## config.mk

```make
export PLATFORM = sky130hd
export DESIGN_NAME = pipe_hazard_ctrl
export DESIGN_NICKNAME = d
export VERILOG_FILES = /design/src/rtl/pipe_hazard_ctrl.sv
export SDC_FILE = /design/constraint.sdc
export NUM_CORES = 1
export LEC_CHECK = 0
export CORE_MARGIN = 5
export CORE_UTILIZATION = 41
export DETAILED_ROUTE_END_ITERATION = 8
export PLACE_DENSITY = 0.88
export SLEW_MARGIN = 20
export SYNTH_ARGS = -nofsm -noshare
export SYNTH_HDL_FRONTEND = slang
export SYNTH_SLANG_ARGS = --single-unit
```

## constraint.sdc

```tcl
create_clock -name i_clk -period 4.6 [get_ports i_clk]
set_clock_uncertainty 0.1 [all_clocks]
set_input_delay 1.15 -clock i_clk [delete_from_list [all_inputs] [get_ports i_clk]]
set_output_delay 1.15 -clock i_clk [all_outputs]
set_load 0.005 [all_outputs]
```

## src/rtl/pipe_hazard_ctrl.sv

```systemverilog
// -----------------------------------------------------------------------------
// pipe_hazard_ctrl
//
// Stall/flush controller for a five-stage MIPS pipeline. It compares the
// operand-use time (Tuse) of the instruction in D against the remaining
// result-ready time (Tnew) of the producers in E and M. It also tracks the
// multiply/divide unit occupancy and applies exception flushes. All pipeline
// sequencing lives here, so the pipeline registers stay plain storage.
//
// Parameters
//   MULT_CYCLES   busy cycles for mult/multu
//   DIV_CYCLES    busy cycles for div/divu
//
// Ports
//   i_clk            system clock
//   i_reset          asynchronous active-high reset
//   i_rs_addr_D      rs source register of the D instruction
//   i_rt_addr_D      rt source register of the D instruction
//   i_rs_use_D       Tuse of rs in D (4 = operand unused)
//   i_rt_use_D       Tuse of rt in D (4 = operand unused)
//   i_dst_addr_E     destination register at the ID/EX output
//   i_dst_save_E     remaining Tnew at the ID/EX output
//   i_dst_addr_M     destination register at the EX/MEM output
//   i_dst_save_M     remaining Tnew at the EX/MEM output
//   i_md_use_D       D instruction touches HI/LO or starts the MDU
//   i_md_start_E     mult/div is in E this cycle
//   i_md_is_div_E    the starting MDU op is a divide
//   i_exc_req_M      exception/interrupt taken for the instruction in M
//   o_pc_en          PC register enable
//   o_ifid_en        IF/ID register enable
//   o_idex_en        ID/EX register enable
//   o_idex_clr       load ID/EX with a bubble
//   o_exmem_clr      load EX/MEM with a bubble
//   o_ifid_clr       load IF/ID with a bubble
//   o_md_busy        MDU occupied (registered)
//   o_stall          debug: data or MDU stall condition
// -----------------------------------------------------------------------------
module pipe_hazard_ctrl #(
  parameter int MULT_CYCLES = 5,
  parameter int DIV_CYCLES  = 10
) (
  input  logic       i_clk,
  input  logic       i_reset,
  input  logic [4:0] i_rs_addr_D,
  input  logic [4:0] i_rt_addr_D,
  input  logic [3:0] i_rs_use_D,
  input  logic [3:0] i_rt_use_D,
  input  logic [4:0] i_dst_addr_E,
  input  logic [3:0] i_dst_save_E,
  input  logic [4:0] i_dst_addr_M,
  input  logic [3:0] i_dst_save_M,
  input  logic       i_md_use_D,
  input  logic       i_md_start_E,
  input  logic       i_md_is_div_E,
  input  logic       i_exc_req_M,
  output logic       o_pc_en,
  output logic       o_ifid_en,
  output logic       o_idex_en,
  output logic       o_idex_clr,
  output logic       o_exmem_clr,
  output logic       o_ifid_clr,
  output logic       o_md_busy,
  output logic       o_stall
);

  localparam int MAX_CYCLES = (MULT_CYCLES > DIV_CYCLES) ? MULT_CYCLES : DIV_CYCLES;
  localparam int CNT_W      = $clog2(MAX_CYCLES + 1);

  localparam logic [CNT_W-1:0] MULT_LOAD = CNT_W'(MULT_CYCLES);
  localparam logic [CNT_W-1:0] DIV_LOAD  = CNT_W'(DIV_CYCLES);
  localparam logic [CNT_W-1:0] CNT_ONE   = CNT_W'(1);

  // ---------------------------------------------------------------------------
  // Data hazard detection, one instance per source port (0 = rs, 1 = rt)
  // ---------------------------------------------------------------------------
  logic [4:0] w_src_addr [2];
  logic [3:0] w_src_use  [2];
  logic [1:0] w_src_hazard;

  assign w_src_addr[0] = i_rs_addr_D;
  assign w_src_addr[1] = i_rt_addr_D;
  assign w_src_use[0]  = i_rs_use_D;
  assign w_src_use[1]  = i_rt_use_D;

  genvar gi;
  generate
    for (gi = 0; gi < 2; gi++) begin : g_src
      logic w_match_E;
      logic w_match_M;

      // A producer blocks only if its result is not ready by the time the
      // consumer needs it: Tuse < Tnew. $0 is never a real dependency.
      assign w_match_E = (w_src_addr[gi] == i_dst_addr_E) &&
                         (w_src_use[gi] < i_dst_save_E);
      assign w_match_M = (w_src_addr[gi] == i_dst_addr_M) &&
                         (w_src_use[gi] < i_dst_save_M);

      assign w_src_hazard[gi] = (w_src_addr[gi] != 5'd0) && (w_match_E || w_match_M);
    end
  endgenerate

  // ---------------------------------------------------------------------------
  // MDU occupancy FSM
  // ---------------------------------------------------------------------------
  typedef enum logic {
    S_IDLE = 1'b0,
    S_BUSY = 1'b1
  } md_state_t;

  md_state_t        r_state;
  md_state_t        w_state_next;
  logic [CNT_W-1:0] r_cnt;
  logic [CNT_W-1:0] w_cnt_next;

  always_ff @(posedge i_clk or posedge i_reset) begin
    if (i_reset) begin
      r_state <= S_IDLE;
      r_cnt   <= '0;
    end else begin
      r_state <= w_state_next;
      r_cnt   <= w_cnt_next;
    end
  end

  always_comb begin
    w_state_next = r_state;
    w_cnt_next   = r_cnt;
    case (r_state)
      S_IDLE: begin
        // A start paired with an exception belongs to a flushed, younger
        // instruction and must not occupy the MDU.
        if (i_md_start_E && !i_exc_req_M) begin
          w_state_next = S_BUSY;
          w_cnt_next   = i_md_is_div_E ? DIV_LOAD : MULT_LOAD;
        end
      end
      S_BUSY: begin
        // Starts are ignored here; exceptions do not abort the running
        // operation so HI/LO still completes. The count saturates at 0.
        if (r_cnt <= CNT_ONE) begin
          w_state_next = S_IDLE;
          w_cnt_next   = '0;
        end else begin
          w_cnt_next = r_cnt - CNT_ONE;
        end
      end
      default: begin
        w_state_next = S_IDLE;
        w_cnt_next   = '0;
      end
    endcase
  end

  logic w_md_busy;
  assign w_md_busy = (r_state == S_BUSY);
  assign o_md_busy = w_md_busy;

  // ---------------------------------------------------------------------------
  // Stall / flush outputs
  // ---------------------------------------------------------------------------
  logic w_md_hazard;
  logic w_stall;

  // The start cycle itself also stalls: the busy flag only rises next cycle.
  assign w_md_hazard = i_md_use_D && (w_md_busy || i_md_start_E);
  assign w_stall     = (|w_src_hazard) || w_md_hazard;
  assign o_stall     = w_stall;

  always_comb begin
    o_pc_en     = 1'b1;
    o_ifid_en   = 1'b1;
    o_idex_en   = 1'b1;
    o_idex_clr  = 1'b0;
    o_exmem_clr = 1'b0;
    o_ifid_clr  = 1'b0;
    if (i_exc_req_M) begin
      // Flush everything younger than M; the PC keeps loading so the
      // handler address is taken even if a stall is pending.
      o_ifid_clr  = 1'b1;
      o_idex_clr  = 1'b1;
      o_exmem_clr = 1'b1;
    end else if (w_stall) begin
      // Hold PC and D, inject a bubble into E; E/M/W keep draining.
      o_pc_en    = 1'b0;
      o_ifid_en  = 1'b0;
      o_idex_clr = 1'b1;
    end
  end

endmodule

```

==> flow_metrics.tcl <==
set metrics [dict create \
    placement.cell_area_um2 1370 \
    ys_seq_elements 5 \
    die_h_um 56.6 \
    crit_path_max_fanout 3 \
    root_buffer "clkbuf_4" \
    reg2reg_from "r_cnt[0]$_DFFE_PP0P_" \
    grt_antenna_before_repair 0 \
    mappedNetlistNets 160 \
    routabilityCongestion 0.819 \
    power.leakage_uw 0.000598 \
    tritoncts_clock_tree "done" \
    number_of_search_and_repair_iterations_in_the_first_detailed_routing_pass 4 \
    grt.overflow.total 0 \
    crit_cells 9 \
    hpwl_mm 2.24 \
    routed_via_density 5.33 \
    clk_transition_reported_paths_ns 0.04 \
    proportion_of_layout_cells_with_a_drive_suffix_above_1 0.0464 \
    clock_tree.buffer_depth 2 \
    p_total_uw 329 \
    synth_area_per_inst_um2 8.57 \
    layout_worst_path_cycle_share 0.960 \
    slack_of_the_critical_path_ns 0.185 \
    synth_seq_area_share 0.140 \
    crit_required_ns 3.35 \
    worst_r2r_path_depth 6 \
    worst_vdd_rail_ir_drop_mv 0.237 \
    floorplan.die_area_um2 3210 \
    start_util 0.441 \
    cts.sinks 5 \
    min-delay-path-class "reg -> reg" \
    path_cells "clkdlybuf4s50_1 > inv_1 > ha_1 > or3b_1 > o2111ai_1 > and4_1 > o22ai_2 > a31o_1 > dlygate4sd2_1" \
    cp_top_family "buffers and inverters" \
    detail_route.wirelength_mm 2.48 \
    outcome "finished, final reports clean" \
    cp_num_buf_inv 3 \
    antenna_cells 0 \
    floorplan.core_area_um2 2020 \
    max_clock_freq_mhz 226 \
    critPathCaptureType "primary output" \
    setup_total_negative_slack_ns 0 \
    grt_pass1_wl_mm 4.31 \
    final_period_minus_worst_setup_slack_ns 4.42 \
    htree_levels 1 \
    power_density_nw_per_um2 235 \
    endpoint_arrival_time_on_the_critical_path_ns 3.17 \
    grt_max_degree 11 \
    clock_buffer_count_from_cts 3 \
    timing.final.max_slew_violations 0 \
    fin_nets 208 \
    cpMaxStageDelayCell "clkdlybuf4s50_1" \
    synthesis.yosys.warnings 0 \
    grt_util_all_layers 0.163 \
    endpoint "o_pc_en" \
    flow.area_growth_from_synthesis_pct 57.2 \
    critPathMaxStageDelay_ns 0.46 \
    average_wire_per_standard_cell_um 13.9 \
    end_of_the_worst_register_to_register_path "r_cnt[3]$_DFFE_PP0P_" \
    postLayoutCellArea_um2 1400 \
    synth_cell_type_count 32 \
    rsz_0062_raised_after_global_routing "false" \
    drt_iter0_drc 18 \
    max-cap-violations 0 \
    hold_viol 0 \
    drt_antenna_net_count 0 \
    clkLatencyLatePin_ns 0.24 \
    hold-worst-slack_ns 0.420 \
    critPathKind "in -> out" \
    vias_in_the_first_global_route 991 \
    timing.reg2reg.setup_slack_ns 2.86 \
    final_setup_vio_count 0 \
    synth_cells 104 \
    postCtsSetupRepairBufs 0 \
    port_buffers 48 \
    critical_path_launch_point "i_dst_save_M[1]" \
    via_count 949 \
    preCtsSetupSlack_ns 0.0125 \
    post_synth_instance_area_um2 891 \
    die_w_um 56.6 \
    post-route-drc-count 0 \
    floorplan.rows 16 \
    worstSetupStartpointType "input port" \
    num_io_pins 50 \
]
==> report_power, final <==
part | internal [µW] | switching, µW | total (µW)
registers | 64.7 | 28.3 | 93.0
clock network | 32.8 | 17.9 | 50.7
logic | 105 | 80.1 | 185
total | 202 | 126 | 329
==> cell usage in the layout, fill, tap and decap left out, types with 2 or more instances in the layout <==
cell type,netlist,routed
o22ai_2,2,2
or3b_1,3,3
o2111ai_1,3,3
nand4b_1,2,2
clkdlybuf4s50_1,0,44
a21oi_1,6,6
clkbuf_4,0,3
nor4_1,2,2
ha_1,14,14
o22ai_1,2,2
dlymetal6s2s_1,0,2
nand2_1,3,3
xnor2_1,8,8
dlygate4sd2_1,0,2
nor2_1,4,4
and4_1,3,3
or4_1,2,2
nor3_1,2,2
o21ai_0,4,4
dfrtp_1,5,5
xor2_1,12,12
inv_1,10,10
==> metal layers <==
layer / track usage / part of all wire
met5: 0 / 0
met1: 0.193 / 0.42
met2: 0.287 / 0.51
met4: 0.0339 / 0.0061
met3: 0.0482 / 0.065
==> cells by family (layout without fill, tap and decap cells) <==
family,after synthesis,in the layout,share of synthesized area
xor+xnor,20,20,0.197
simple gates,26,26,0.192
flops,5,5,0.140
compound gates,23,23,0.190
fa+ha+maj,14,14,0.197
buf+inv,15,62,0.0801
other cells,1,1,0.00421
==> flip-flops by register name, indices dropped and copies added (netlist names) <==
| name | cells |
|---|---|
| o_md_busy | 1 |
| r_cnt | 4 |
==> repair_timing <==
item / in CTS / in global routing
resized for setup: 2 / 2
endpoints found under the setup margin: 2 / 2
hold buffers: 0 / 0
==> worst min path at each step <==
stage                              start                    to  cells after the start
CTS                 r_cnt[1]$_DFFE_PP0P_  r_cnt[1]$_DFFE_PP0P_                      1
global route        r_cnt[1]$_DFFE_PP0P_  r_cnt[1]$_DFFE_PP0P_                      1
finish              r_cnt[1]$_DFFE_PP0P_  r_cnt[1]$_DFFE_PP0P_                      1
floorplan           r_cnt[1]$_DFFE_PP0P_  r_cnt[1]$_DFFE_PP0P_                      1
global placement    r_cnt[1]$_DFFE_PP0P_  r_cnt[1]$_DFFE_PP0P_                      1
detailed placement  r_cnt[1]$_DFFE_PP0P_  r_cnt[1]$_DFFE_PP0P_                      1
==> cell type report <==
type,count,area (µm²)
clock buffer,4,26.3
fill,155,622
multi-input combinational,84,694
sequential,5,125
tap,27,33.8
timing repair buffer,48,483
inverter,10,37.5
==> stage by stage <==
step	util	std cells
3_5_place_dp	0.678	174
6_report	0.692	178
4_1_cts	0.690	178
2_1_floorplan	-	104
3_3_place_gp	0.678	174
5_1_grt	0.692	178
==> cells in the mapped netlist, drive strengths merged <==
library cell	instances	area, µm²
a21oi	6	30.0
a221o	1	10.0
a31o	1	8.76
and4	3	26.3
buf	4	30.0
clkbuf	1	3.75
conb	1	3.75
dfrtp	5	125
ha	14	175
inv	10	37.5
nand2	3	11.3
nand2b	1	6.26
nand3	1	5.00
nand4	1	6.26
nand4b	2	17.5
nor2	4	15.0
nor3	2	10.0
nor3b	1	7.51
nor4	3	25.0
o2111ai	3	26.3
o211ai	1	7.51
o21a	1	7.51
o21ai	4	20.0
o22ai	4	37.5
o311ai	1	8.76
o31ai	1	12.5
or3b	3	26.3
or4	2	15.0
xnor2	8	70.1
xor2	12	105
(Power assumes the default switching activity.)
